**src/rtl/fetch_align_ifid.sv**
```systemverilog
// fetch_align_ifid
//   Instruction-fetch aligner plus IF/ID pipeline register for an RV32IC core.
//   Fetches aligned 32-bit words and reassembles 16-bit compressed and 32-bit
//   instructions, including 32-bit instructions that straddle a word boundary.
//   One instruction per cycle is handed to ID.
//
// Ports
//   clk_i          clock, rising edge
//   rst_i          asynchronous reset, active low
//   imem_addr_o    registered word-aligned fetch address
//   imem_data_i    instruction word at imem_addr_o (same-cycle combinational)
//   stall_i        load-use stall: freeze fetch state and IF/ID
//   flush_i        IF/ID flush: load a bubble into IF/ID
//   redirect_i     taken branch/jump from ID
//   redirect_pc_i  halfword-aligned redirect target (bit 0 ignored)
//   instr_o        IF/ID instruction (compressed ones zero-extended)
//   pc_o           IF/ID instruction PC
//   compressed_o   instr_o holds a 16-bit instruction
//   valid_o        IF/ID holds a real instruction
module fetch_align_ifid #(
  parameter logic [31:0] RESET_PC     = 32'h0000_0000,
  parameter logic [31:0] BUBBLE_INSTR = 32'h0000_0013
) (
  input  logic        clk_i,
  input  logic        rst_i,
  output logic [31:0] imem_addr_o,
  input  logic [31:0] imem_data_i,
  input  logic        stall_i,
  input  logic        flush_i,
  input  logic        redirect_i,
  input  logic [31:0] redirect_pc_i,
  output logic [31:0] instr_o,
  output logic [31:0] pc_o,
  output logic        compressed_o,
  output logic        valid_o
);

  // Fetch state
  logic [31:0] fa_q, fa_d;
  logic [15:0] hb_q, hb_d;
  logic [31:0] hb_pc_q, hb_pc_d;
  logic        hb_v_q, hb_v_d;
  logic        skip_q, skip_d;

  // IF/ID register
  logic [31:0] instr_q, pc_q;
  logic        c_q, valid_q;

  // Candidate instruction produced by this cycle's alignment step
  logic        iss;
  logic [31:0] iss_instr, iss_pc;
  logic        iss_c;

  logic [31:0] fa_p2, fa_p4;
  logic        lo_c, hi_c, hb_c;

  // Halfword alignment of the redirect target is the caller's responsibility.
  logic unused_redirect_b0;
  assign unused_redirect_b0 = redirect_pc_i[0];

  assign fa_p2 = fa_q + 32'd2;
  assign fa_p4 = fa_q + 32'd4;
  assign lo_c  = (imem_data_i[1:0]   != 2'b11);
  assign hi_c  = (imem_data_i[17:16] != 2'b11);
  assign hb_c  = (hb_q[1:0]          != 2'b11);

  always_comb begin
    fa_d      = fa_q;
    hb_d      = hb_q;
    hb_pc_d   = hb_pc_q;
    hb_v_d    = hb_v_q;
    skip_d    = skip_q;
    iss       = 1'b0;
    iss_instr = BUBBLE_INSTR;
    iss_pc    = 32'h0;
    iss_c     = 1'b0;

    if (hb_v_q) begin
      iss    = 1'b1;
      iss_pc = hb_pc_q;
      if (hb_c) begin
        // Buffered compressed instruction; the current word is left for next cycle.
        iss_instr = {16'h0, hb_q};
        iss_c     = 1'b1;
        hb_v_d    = 1'b0;
      end else begin
        // Straddling 32-bit instruction; the new upper half becomes the residue.
        iss_instr = {imem_data_i[15:0], hb_q};
        hb_d      = imem_data_i[31:16];
        hb_pc_d   = fa_p2;
        fa_d      = fa_p4;
      end
    end else if (skip_q) begin
      skip_d = 1'b0;
      fa_d   = fa_p4;
      if (hi_c) begin
        iss       = 1'b1;
        iss_instr = {16'h0, imem_data_i[31:16]};
        iss_pc    = fa_p2;
        iss_c     = 1'b1;
      end else begin
        // 32-bit head in the upper half: buffer it, costs one bubble.
        hb_d    = imem_data_i[31:16];
        hb_pc_d = fa_p2;
        hb_v_d  = 1'b1;
      end
    end else begin
      iss    = 1'b1;
      iss_pc = fa_q;
      fa_d   = fa_p4;
      if (lo_c) begin
        iss_instr = {16'h0, imem_data_i[15:0]};
        iss_c     = 1'b1;
        hb_d      = imem_data_i[31:16];
        hb_pc_d   = fa_p2;
        hb_v_d    = 1'b1;
      end else begin
        iss_instr = imem_data_i;
      end
    end
  end

  always_ff @(posedge clk_i or negedge rst_i) begin
    if (!rst_i) begin
      fa_q    <= {RESET_PC[31:2], 2'b00};
      skip_q  <= RESET_PC[1];
      hb_q    <= 16'h0;
      hb_pc_q <= 32'h0;
      hb_v_q  <= 1'b0;
      instr_q <= BUBBLE_INSTR;
      pc_q    <= 32'h0;
      c_q     <= 1'b0;
      valid_q <= 1'b0;
    end else if (redirect_i) begin
      fa_q    <= {redirect_pc_i[31:2], 2'b00};
      skip_q  <= redirect_pc_i[1];
      hb_v_q  <= 1'b0;
      instr_q <= BUBBLE_INSTR;
      pc_q    <= 32'h0;
      c_q     <= 1'b0;
      valid_q <= 1'b0;
    end else if (stall_i) begin
      // Fetch state holds; flush may still squash the held IF/ID entry.
      if (flush_i) begin
        instr_q <= BUBBLE_INSTR;
        pc_q    <= 32'h0;
        c_q     <= 1'b0;
        valid_q <= 1'b0;
      end
    end else begin
      fa_q    <= fa_d;
      skip_q  <= skip_d;
      hb_q    <= hb_d;
      hb_pc_q <= hb_pc_d;
      hb_v_q  <= hb_v_d;
      if (flush_i || !iss) begin
        instr_q <= BUBBLE_INSTR;
        pc_q    <= 32'h0;
        c_q     <= 1'b0;
        valid_q <= 1'b0;
      end else begin
        instr_q <= iss_instr;
        pc_q    <= iss_pc;
        c_q     <= iss_c;
        valid_q <= 1'b1;
      end
    end
  end

  assign imem_addr_o  = fa_q;
  assign instr_o      = instr_q;
  assign pc_o         = pc_q;
  assign compressed_o = c_q;
  assign valid_o      = valid_q;

endmodule

```
**config.mk**
```make
export PLATFORM = sky130hd
export DESIGN_NAME = fetch_align_ifid
export DESIGN_NICKNAME = d
export VERILOG_FILES = /design/src/rtl/fetch_align_ifid.sv
export SDC_FILE = /design/constraint.sdc
export NUM_CORES = 1
export LEC_CHECK = 0
export CORE_UTILIZATION = 47
export DETAILED_ROUTE_END_ITERATION = 8
export DONT_BUFFER_PORTS = 1
export GPL_TIMING_DRIVEN = 0
export PLACE_DENSITY_LB_ADDON = 0.2
export SETUP_SLACK_MARGIN = 0.02
export SLEW_MARGIN = 10
export SYNTH_ARGS = -nofsm -noshare
export SYNTH_HDL_FRONTEND = slang
export SYNTH_SLANG_ARGS = --single-unit
```
**constraint.sdc**
```tcl
create_clock -name clk_i -period 2.9 [get_ports clk_i]
set_input_delay 0.58 -clock clk_i [delete_from_list [all_inputs] [get_ports clk_i]]
set_output_delay 0.58 -clock clk_i [all_outputs]
set_load 0.01 [all_outputs]
```
==> impl_metrics.yaml <==
synth:
  seq_area_frac_synth: 0.5383
  synth_top_area_share: 0.5266
  synthesis.area_um2: 6748
  yosysWarnings: 0
  yosysUniqueCellTypes: 48
  synth_top_cell_by_area: "dfrtp_1"
  synth_edf_count: 0
  ys_ff_latch: 145
  syn_inst: 621
  synth-async-reset-ratio: 1.000
  avgSynthCellArea_um2: 10.87
  synth_area_leaders: "dfrtp_1 (53%), o21ai_0 (5.7%), nand2_1 (5.1%)"
  synth_ff_type: "dfrtp_1"
sta:
  tns_ns: 0
  hold_slack_ns: -0.1487
  period_needed_ns: 2.368
  max_slew_margin: 0.4188
  worstMarginPinSlew_ns: 0.8717
  rsz0062_at_grt: "no"
  hold_viol_final: 142
  slew_violations: 0
  max_clock_freq_ghz: 0.4223
  clock_skew_ns: 0.007850
  setup_viol: 0
  post-route-period-util: 0.8165
floorplan:
  start_util: 0.4842
  fp.dieW_um: 121.8
  ios: 167
  rows: 43
  die_y_um: 121.8
  die_area_um2: 14840
  coreArea_um2: 13930
placement:
  place.gp.congestion: 0.8473
  port_buffers: 0
  dp_hpwl_um: 12140
layout:
  mostFrequentLayoutCell: "dfrtp_1"
  drive_above_1_share: 0.1606
  syn_to_final_growth_pct: 12.83
  nNetsFinal: 711
  antenna_cells: 0
  layout_common_cells: "dfrtp_1 (142), nand2_1 (91), o21ai_0 (77)"
worst_setup_path:
  start_kind: "flip-flop"
  crit_type: "flip-flop to flip-flop"
  arrival_ns: 2.72
  required_ns: 3.25
  ff2ff_path_depth: 7
  critPathCaptureType: "flip-flop"
  cp_max_fo: 10
status:
  violations: "hold timing"
  status: "complete, but fails checks"
global_route:
  grt_usage: 0.2475
  grt_max_degree: 146
  overflow: 0
  grt_pass1_vias: 5202
  antenna_found_initial: 0
  grt_pass1_wl_um: 27460
min_path:
  hold_path_class: "input pin to async pin"
routing:
  viasPerCell: 6.030
  first_iter_violations: 440
  wl_per_cell_um: 21.22
  drc: 0
  dr.pass1.iters: 6
  wl_um: 17700
  vias: 5029
  ant_nets: 0
power:
  p_comb_frac: 0.122
  clockPowerShare: 0.422
  power.internal_mw: 4.176
  swShare: 0.2588
  power.switching_mw: 1.458
  p_seq_frac: 0.456
  powerDensity_nw_per_um2: 740.0
  leakage_nw: 3.150
  peakVddDrop_mv: 0.3841
clock_tree:
  cts_tree: "built"
  clk_pin_slew_ns: 0.06
  ctsLongestPathBuffers: 2
  h-tree-depth: 4
  insertion_delay_ns: 0.43
  clkSinkCount: 145
  cts_setup_buffers: 0
  numCtsBuffers: 17
  root_buffer: "clkbuf_16"
  cts_resized: 0
flow_run:
  maxCapViolations: 0
==> power groups by stage <==
| stage | clock (mW) | combinational, mW | sequential [mW] |
|---|---|---|---|
| after floorplan | 0 | 0.573 | 2.52 |
| final | 2.38 | 0.688 | 2.57 |
| after global placement | 0 | 0.670 | 2.58 |
| after CTS | 2.40 | 0.692 | 2.56 |
| after detailed placement | 0 | 0.690 | 2.60 |
| after global routing | 2.47 | 0.754 | 2.61 |
==> state kept, by name, summed over array words and instances (netlist names) <==
register,flops
hb_v_q,1
compressed_o,1
imem_addr_o,30
instr_o,32
hb_q,16
valid_o,1
pc_o,32
skip_q,1
hb_pc_q,31
==> synth_stat cells, types with 9 or more instances <==
master	n
a222oi_1	13
mux2_4	18
o31ai_1	16
or4_1	16
nand2_1	91
a31oi_1	16
mux2_2	30
nor2_1	24
xnor2_1	11
o21ai_0	77
nand3_1	9
dfrtp_1	142
a22oi_1	15
clkbuf_1	36
mux2i_1	31
==> stage by stage <==
step / power [mW] / util / setup slack [ns] / cells / area [µm²]
3_3_place_gp: 3.251 / 0.5007 / 0.4009 / 802 / 6977
6_report: 5.634 / 0.5464 / 0.5321 / 834 / 7614
3_5_place_dp: 3.286 / 0.5007 / 0.3801 / 802 / 6977
2_1_floorplan: 3.095 / - / 0.7472 / 622 / 6751
4_1_cts: 5.660 / 0.5464 / 0.5096 / 834 / 7614
5_1_grt: 5.832 / 0.5464 / 0.3590 / 834 / 7614
==> final timing paths <==
check	start	endpoint	slack [ns]
setup / recovery	imem_addr_o[3]	imem_addr_o[20]	0.53
hold / removal	rst_i	hb_q[10]	-0.15
setup reg to reg	imem_addr_o[3]	imem_addr_o[20]	0.53
hold reg to reg	hb_pc_q[1]	hb_pc_q[1]	0.49
max in group asynchronous	rst_i	instr_o[1]	2.78
min in group clk_i	redirect_pc_i[5]	imem_addr_o[5]	0.27
==> critical path, cell delays in order, from the launching register on <==
cell      delay [ns]
dfrtp_1         0.51
ha_1            0.23
nand3b_1        0.17
or3_1           0.35
clkbuf_1        0.23
buf_2           0.26
or3_1           0.35
a31oi_1         0.17
==> kinds of logic after synthesis <==
kind of cell    count (synthesis)  synth area share
compound gates                149            0.1385
xor+xnor                       11           0.01428
fa+ha+maj                       1          0.001854
buf+inv                        60           0.04394
flops                         145            0.5383
mux                            79            0.1361
other cells                     1         0.0005557
simple gates                  175            0.1265
==> area by class of cell <==
type / count / area [µm²]
buffer: 54 / 274.0
clock buffer: 19 / 452.9
clock inverter: 13 / 183.9
fill: 1230 / 6321
inverter: 6 / 22.52
multi-input combinational: 417 / 2823
sequential: 145 / 3632
tap: 180 / 225.2
==> per-layer routing <==
layer  up-vias  GRT usage  wire, µm
met5         -          0         0
met4         0     0.1088       410
met3        28    0.08427      1664
met2       213     0.4022      8387
met1      2497     0.2969      7238
li1       2291          -         -
Note: power is estimated with default switching activity, not from simulation.
==> RTL change 1: new RTL, same settings <==
Make the reset (`rst_i`) synchronous in one clocked block. Comments in the files are not updated.
--- a/src/rtl/fetch_align_ifid.sv
+++ b/src/rtl/fetch_align_ifid.sv
@@ -120,7 +120,7 @@
     end
   end
 
-  always_ff @(posedge clk_i or negedge rst_i) begin
+  always_ff @(posedge clk_i) begin
     if (!rst_i) begin
       fa_q    <= {RESET_PC[31:2], 2'b00};
       skip_q  <= RESET_PC[1];
Check against the original RTL: differs if rst_i is asserted again (counterexample within 4 cycles, from zero or initial values and one cycle with rst_i low); with rst_i held inactive, the same outputs for 4 cycles.
==> RTL change 1 against the original RTL <==
- critical path depth is 2 lower
- design area is 0.48% lower
- routed wire length is 24% higher
- worst setup slack worse by 0.044 ns
- count of clock-buffer cells in the layout is 1 higher
- die area is 0.53% higher
- synthesized area is 0.54% higher
- sequential cell count is 1 lower
- non-clock buffer count is 36 higher
- total power is 16% lower
- critical endpoint is now imem_addr_o[26]
- largest power group unchanged
- highest routed layer unchanged
==> RTL change 1: results (changes against the original RTL) <==
| Metric | Value |
|---|---|
| CP max stage cell | `nor4_2 (was dfrtp_1)` |
| Synth top cells by count | `144 x dfxtp_1, 88 x o21ai_0, 74 x a21oi_1, 74 x nand3_1, 70 x clkbuf_1 (was 142 x dfrtp_1, 91 x nand2_1, 77 x o21ai_0)` |
| Post-synthesis async set-or-reset flop share | `0 (was 1.00)` |
| Cell Count, Final, Fillers Out | `1040 (was 834)` |
| Clock Skew | `0.00899 ns (was 0.00785 ns)` |
| Flop2flop setup slack | `0.49 ns (was 0.53 ns)` |
| WHS | `0.299 ns (was -0.149 ns)` |
| Multi-input logic portion of the cell area | `0.464 (was 0.371)` |
| Peak supply drop | `0.000425 V (was 0.000384 V)` |
| First-pass GRT wire length | `33500 um (was 27500 um)` |
| Cell variety after synth | `57 (was 48)` |
| Wire per inst | `21.1 um (was 21.2 um)` |
| Status | `finished, final reports clean (was finished, violations left)` |
| Ranking of synthesized cells by area | `dfxtp_1 42%, a22o_1 7.5%, o21ai_0 6.5%, a21oi_1 5.5%, nand3_1 5.5% (was dfrtp_1 53%, o21ai_0 5.7%, nand2_1 5.1%, mux2_2 5.0%, mux2i_1 4.6%)` |
| Hpwl dp | `15900 um (was 12100 um)` |
| Worst r2r src | `imem_addr_o[9] (was imem_addr_o[3])` |
| Final clock-cell share | `0.0740 (was 0.0836)` |
| Flop+latch power | `2.16 mW (was 2.57 mW)` |
| Finished Core Util | `0.542 (was 0.546)` |
| Worst slack, placed | `0.256 ns (was 0.380 ns)` |
| Clock network power | `2.11 mW (was 2.38 mW)` |
| Post-Syn Instances | `828 (was 621)` |
| Nonclk inv count | `5 (was 6)` |
| Min-delay worst type | `in2reg (was in2async)` |
| Leak | `2.52 nW (was 3.15 nW)` |
| Non-clk bufs | `90 (was 54)` |
| Tcrit/Tclk final | `0.832 (was 0.817)` |
| Largest stage delay on the critical path | `0.93 ns (was 0.51 ns)` |
| Data buffer area share | `0.0494 (was 0.0360)` |
| GRT Total Usage | `0.294 (was 0.247)` |
| P_sw | `1.26 mW (was 1.46 mW)` |
| Proportion of layout cells with a drive suffix above 1 | `0.0570 (was 0.161)` |
| Fillers | `1333 (was 1230)` |
| Cell Int Power | `3.48 mW (was 4.18 mW)` |
| Multi-In Gates | `591 (was 417)` |
| Total number of vias | `6808 (was 5029)` |
| Max-slew headroom | `0.383 (was 0.419)` |
| Sequential cell area share | `0.380 (was 0.477)` |
| GPL Wtd Cong | `0.901 (was 0.847)` |
| R2r worst-path depth | `5 (was 7)` |
| Largest net degree at the start of global routing | `17 (was 146)` |
[RTL change 1: changes by cell type after synthesis, moves of 18 or more]
cell      change
nand2_1      -61
nand3_1      +65
clkbuf_1     +34
mux2_2       -30
mux2i_1      -29
mux2_4       -18
a22o_1       +58
dfrtp_1     -142
dfxtp_1     +144
a22oi_1      +32
nor2b_1      +18
a21oi_1      +71
nor2_1       +40
[RTL change 1: kinds of logic (layout without fill, tap and decap cells)]
logic type	after synthesis	in the layout	share of synthesized area
XOR/XNOR	5	5	0.00645
flip-flops	144	144	0.425
AND/OR/NAND/NOR	263	263	0.202
multiplexers	2	2	0.00295
other	1	3	0.000553
adder cells (fa/ha/maj)	1	1	0.00184
AO/OA/AOI/OAI	317	317	0.303
buffers and inverters	95	125	0.0579
[RTL change 1: layer usage]
layer / up-vias / track usage / part of all wire
li1: 3144 / - / -
met1: 3291 / 0.350 / 0.41
met2: 324 / 0.483 / 0.47
met3: 49 / 0.0974 / 0.095
met4: 0 / 0.121 / 0.024
met5: - / 0 / 0
==> RTL change 2: new RTL, config.mk and constraints unchanged <==
Made on the original files. Set the parameter `BUBBLE_INSTR` to 32'h00000009 (it was 32'h0000_0013).
--- a/src/rtl/fetch_align_ifid.sv
+++ b/src/rtl/fetch_align_ifid.sv
@@ -19,7 +19,7 @@
 //   valid_o        IF/ID holds a real instruction
 module fetch_align_ifid #(
   parameter logic [31:0] RESET_PC     = 32'h0000_0000,
-  parameter logic [31:0] BUBBLE_INSTR = 32'h0000_0013
+  parameter logic [31:0] BUBBLE_INSTR = 32'h00000009
 ) (
   input  logic        clk_i,
   input  logic        rst_i,
Check against the original RTL: not equivalent (a bounded check fails within 4 cycles, from zero or initial values and one cycle with rst_i low).
==> RTL change 2 against the original RTL <==
- final cell count stayed put
- the run still ends with hold timing left
- worst setup slack worse by 0.26 ns
- core utilization fell by 0.25 points
- total power down 1.5%
- count of clock-buffer cells in the layout grew 1
- combinational power fell by 9.4%
- routed wire length fell by 0.92%
- sequential cell count is the same
- synthesized area fell by 1.0%
- maximum frequency fell by 9.8%
- non-clock buffer count fell by 4
- design area down 0.84%
- global-route usage increased by 0.33 points
- via count rose by 1.2%
==> RTL change 2: results (changes against the original RTL) <==
| Metric | Value |
|---|---|
| Fillers | `1224 (was 1230)` |
| Leak | `3.07 nW (was 3.15 nW)` |
| # port buffers | `0 (unchanged)` |
| Status | `finished, violations left (unchanged)` |
| Drt total wl | `17500 um (was 17700 um)` |
| Post-CTS repair timing setup buffer count | `0 (unchanged)` |
| Layout net count | `711 (unchanged)` |
| Hpwl dp | `12100 um (about the same)` |
| Flop2flop setup slack | `0.27 ns (was 0.53 ns)` |
| Vias in the first global route | `5210 (was 5202)` |
| Synth top cells by count | `143 x dfrtp_1, 89 x nand2_1, 78 x o21ai_0 (was 142 x dfrtp_1, 91 x nand2_1, 77 x o21ai_0)` |
| Min-delay worst type | `in2async (unchanged)` |
| Largest net degree at the start of global routing | `146 (unchanged)` |
| N_diodes | `0 (unchanged)` |
| CP Max Fanout | `10 (unchanged)` |
| First-pass GRT wire length | `28000 um (was 27500 um)` |
| Clock Latency Late Sink | `between 0.4 and 0.5 ns` |
| CP Launch Point | `skip_q (was imem_addr_o[3])` |
| Antenna violations before repair | `0 (unchanged)` |
| WHS | `-0.145 ns (was -0.149 ns)` |
| Endpoints failing hold | `143 (was 142)` |
| H-Tree Depth | `4 (unchanged)` |
| Reg clk slew, reported paths | `0.06 ns (about the same)` |
| Vias/cell | `6.10 (was 6.03)` |
| Proportion of layout cells with a drive suffix above 1 | `0.156 (was 0.161)` |
| Failing checks | `hold timing (unchanged)` |
| Post-synthesis async set-or-reset flop share | `1.00 (unchanged)` |
| Seq/Total Area, Yosys | `0.544 (was 0.538)` |
| Worst slack, placed | `0.226 ns (was 0.380 ns)` |
| Peak supply drop | `0.000379 V (was 0.000384 V)` |
| GRT Total Usage | `0.251 (was 0.247)` |
| Starting DRT DRC Count | `350 (was 440)` |
| Clock buffer count from CTS | `17 (unchanged)` |
| Final setup violation count | `0 (unchanged)` |
| Cell variety after synth | `51 (was 48)` |
| Synth warn | `0 (unchanged)` |
| Clock buffer depth | `2 (unchanged)` |
| Clock Skew | `0.00520 ns (was 0.00785 ns)` |
| Max-slew headroom | `0.466 (was 0.419)` |
| Critical Path AT | `2.92 ns (was 2.72 ns)` |
| GPL Wtd Cong | `0.852 (was 0.847)` |
| Ranking of synthesized cells by area | `dfrtp_1 54%, mux2_2 8.1%, o21ai_0 5.8%, nand2_1 5.0%, mux2i_1 4.6% (was dfrtp_1 53%, o21ai_0 5.7%, nand2_1 5.1%, mux2_2 5.0%, mux2i_1 4.6%)` |
| DR pass1 iterations | `6 (unchanged)` |
| CTS root buf | `clkbuf_16 (unchanged)` |
| Final Critical Period | `2.63 ns (was 2.37 ns)` |
[RTL change 2: changes by cell type in the layout (fill, tap and decap cells not counted), moves of 3 or more]
cell,delta
a21oi_1,+3
buf_1,+3
buf_6,-4
clkbuf_1,-3
mux2_2,+18
mux2_4,-18
nor2_1,-4
[RTL change 2: layout make-up]
type	instances	share of cell area
tap	180	0.0298
clock inverter	12	0.0240
inverter	7	0.00348
clock buffer	20	0.0605
multi-input combinational	420	0.371
sequential	145	0.481
buffer	50	0.0305
[RTL change 2: cell families (layout without fill, tap and decap cells)]
family | count (synthesis) | in the layout | synth area share
AO/OA/AOI/OAI | 152 | 152 | 0.143
XOR/XNOR | 11 | 11 | 0.0144
adder cells (fa/ha/maj) | 1 | 1 | 0.00187
buffers and inverters | 57 | 89 | 0.0384
flip-flops | 145 | 145 | 0.544
multiplexers | 79 | 79 | 0.127
other | 1 | 2 | 0.000561
AND/OR/NAND/NOR | 175 | 175 | 0.131
[RTL change 2: worst paths after layout]
check                                  end  cells past startpoint
hold / removal                     valid_o                      0
hold reg to reg                 hb_pc_q[1]                      1
setup / recovery               hb_pc_q[19]                      7
min in group clk_i          imem_addr_o[2]                      2
max in group asynchronous  imem_addr_o[29]                      0
setup reg to reg               hb_pc_q[19]                      7
[RTL change 2: worst max-delay path, stage by stage, from the launching register on]
cell and delay, ns:
dfrtp_1 0.36, buf_2 0.17, nand2b_1 0.20, nor3b_2 0.56
or4b_1 0.23, buf_2 0.27, buf_2 0.33, mux2_2 0.38
[RTL change 2: layer usage]
metal | track usage | share of wire | routed length [um]
met4 | 0.103 | 0.020 | 349
met3 | 0.0959 | 0.11 | 1860
met1 | 0.300 | 0.40 | 6980
met2 | 0.404 | 0.48 | 8350
met5 | 0 | 0 | 0
[RTL change 2: through the flow]
stage	instances	hold WS, ns	area [um2]
global placement	802	0.289	6910
floorplan	622	0.284	6680
global route	834	-0.169	7550
finish	834	-0.145	7550
CTS	834	-0.163	7550
detailed placement	802	0.290	6910
[RTL change 2: what timing repair did]
item | in CTS | in global routing
setup endpoints to repair | 0 | 16
hold endpoints to repair | 143 | 143
gates resized for setup | 0 | 1
[RTL change 2: power by group]
group | total, mW | internal [mW] | leakage, nW | switching [mW]
Clock | 2.37 | 1.49 | 0.299 | 0.876
Sequential | 2.56 | 2.30 | 1.83 | 0.256
Combinational | 0.623 | 0.331 | 0.940 | 0.291
Total | 5.55 | 4.12 | 3.07 | 1.42
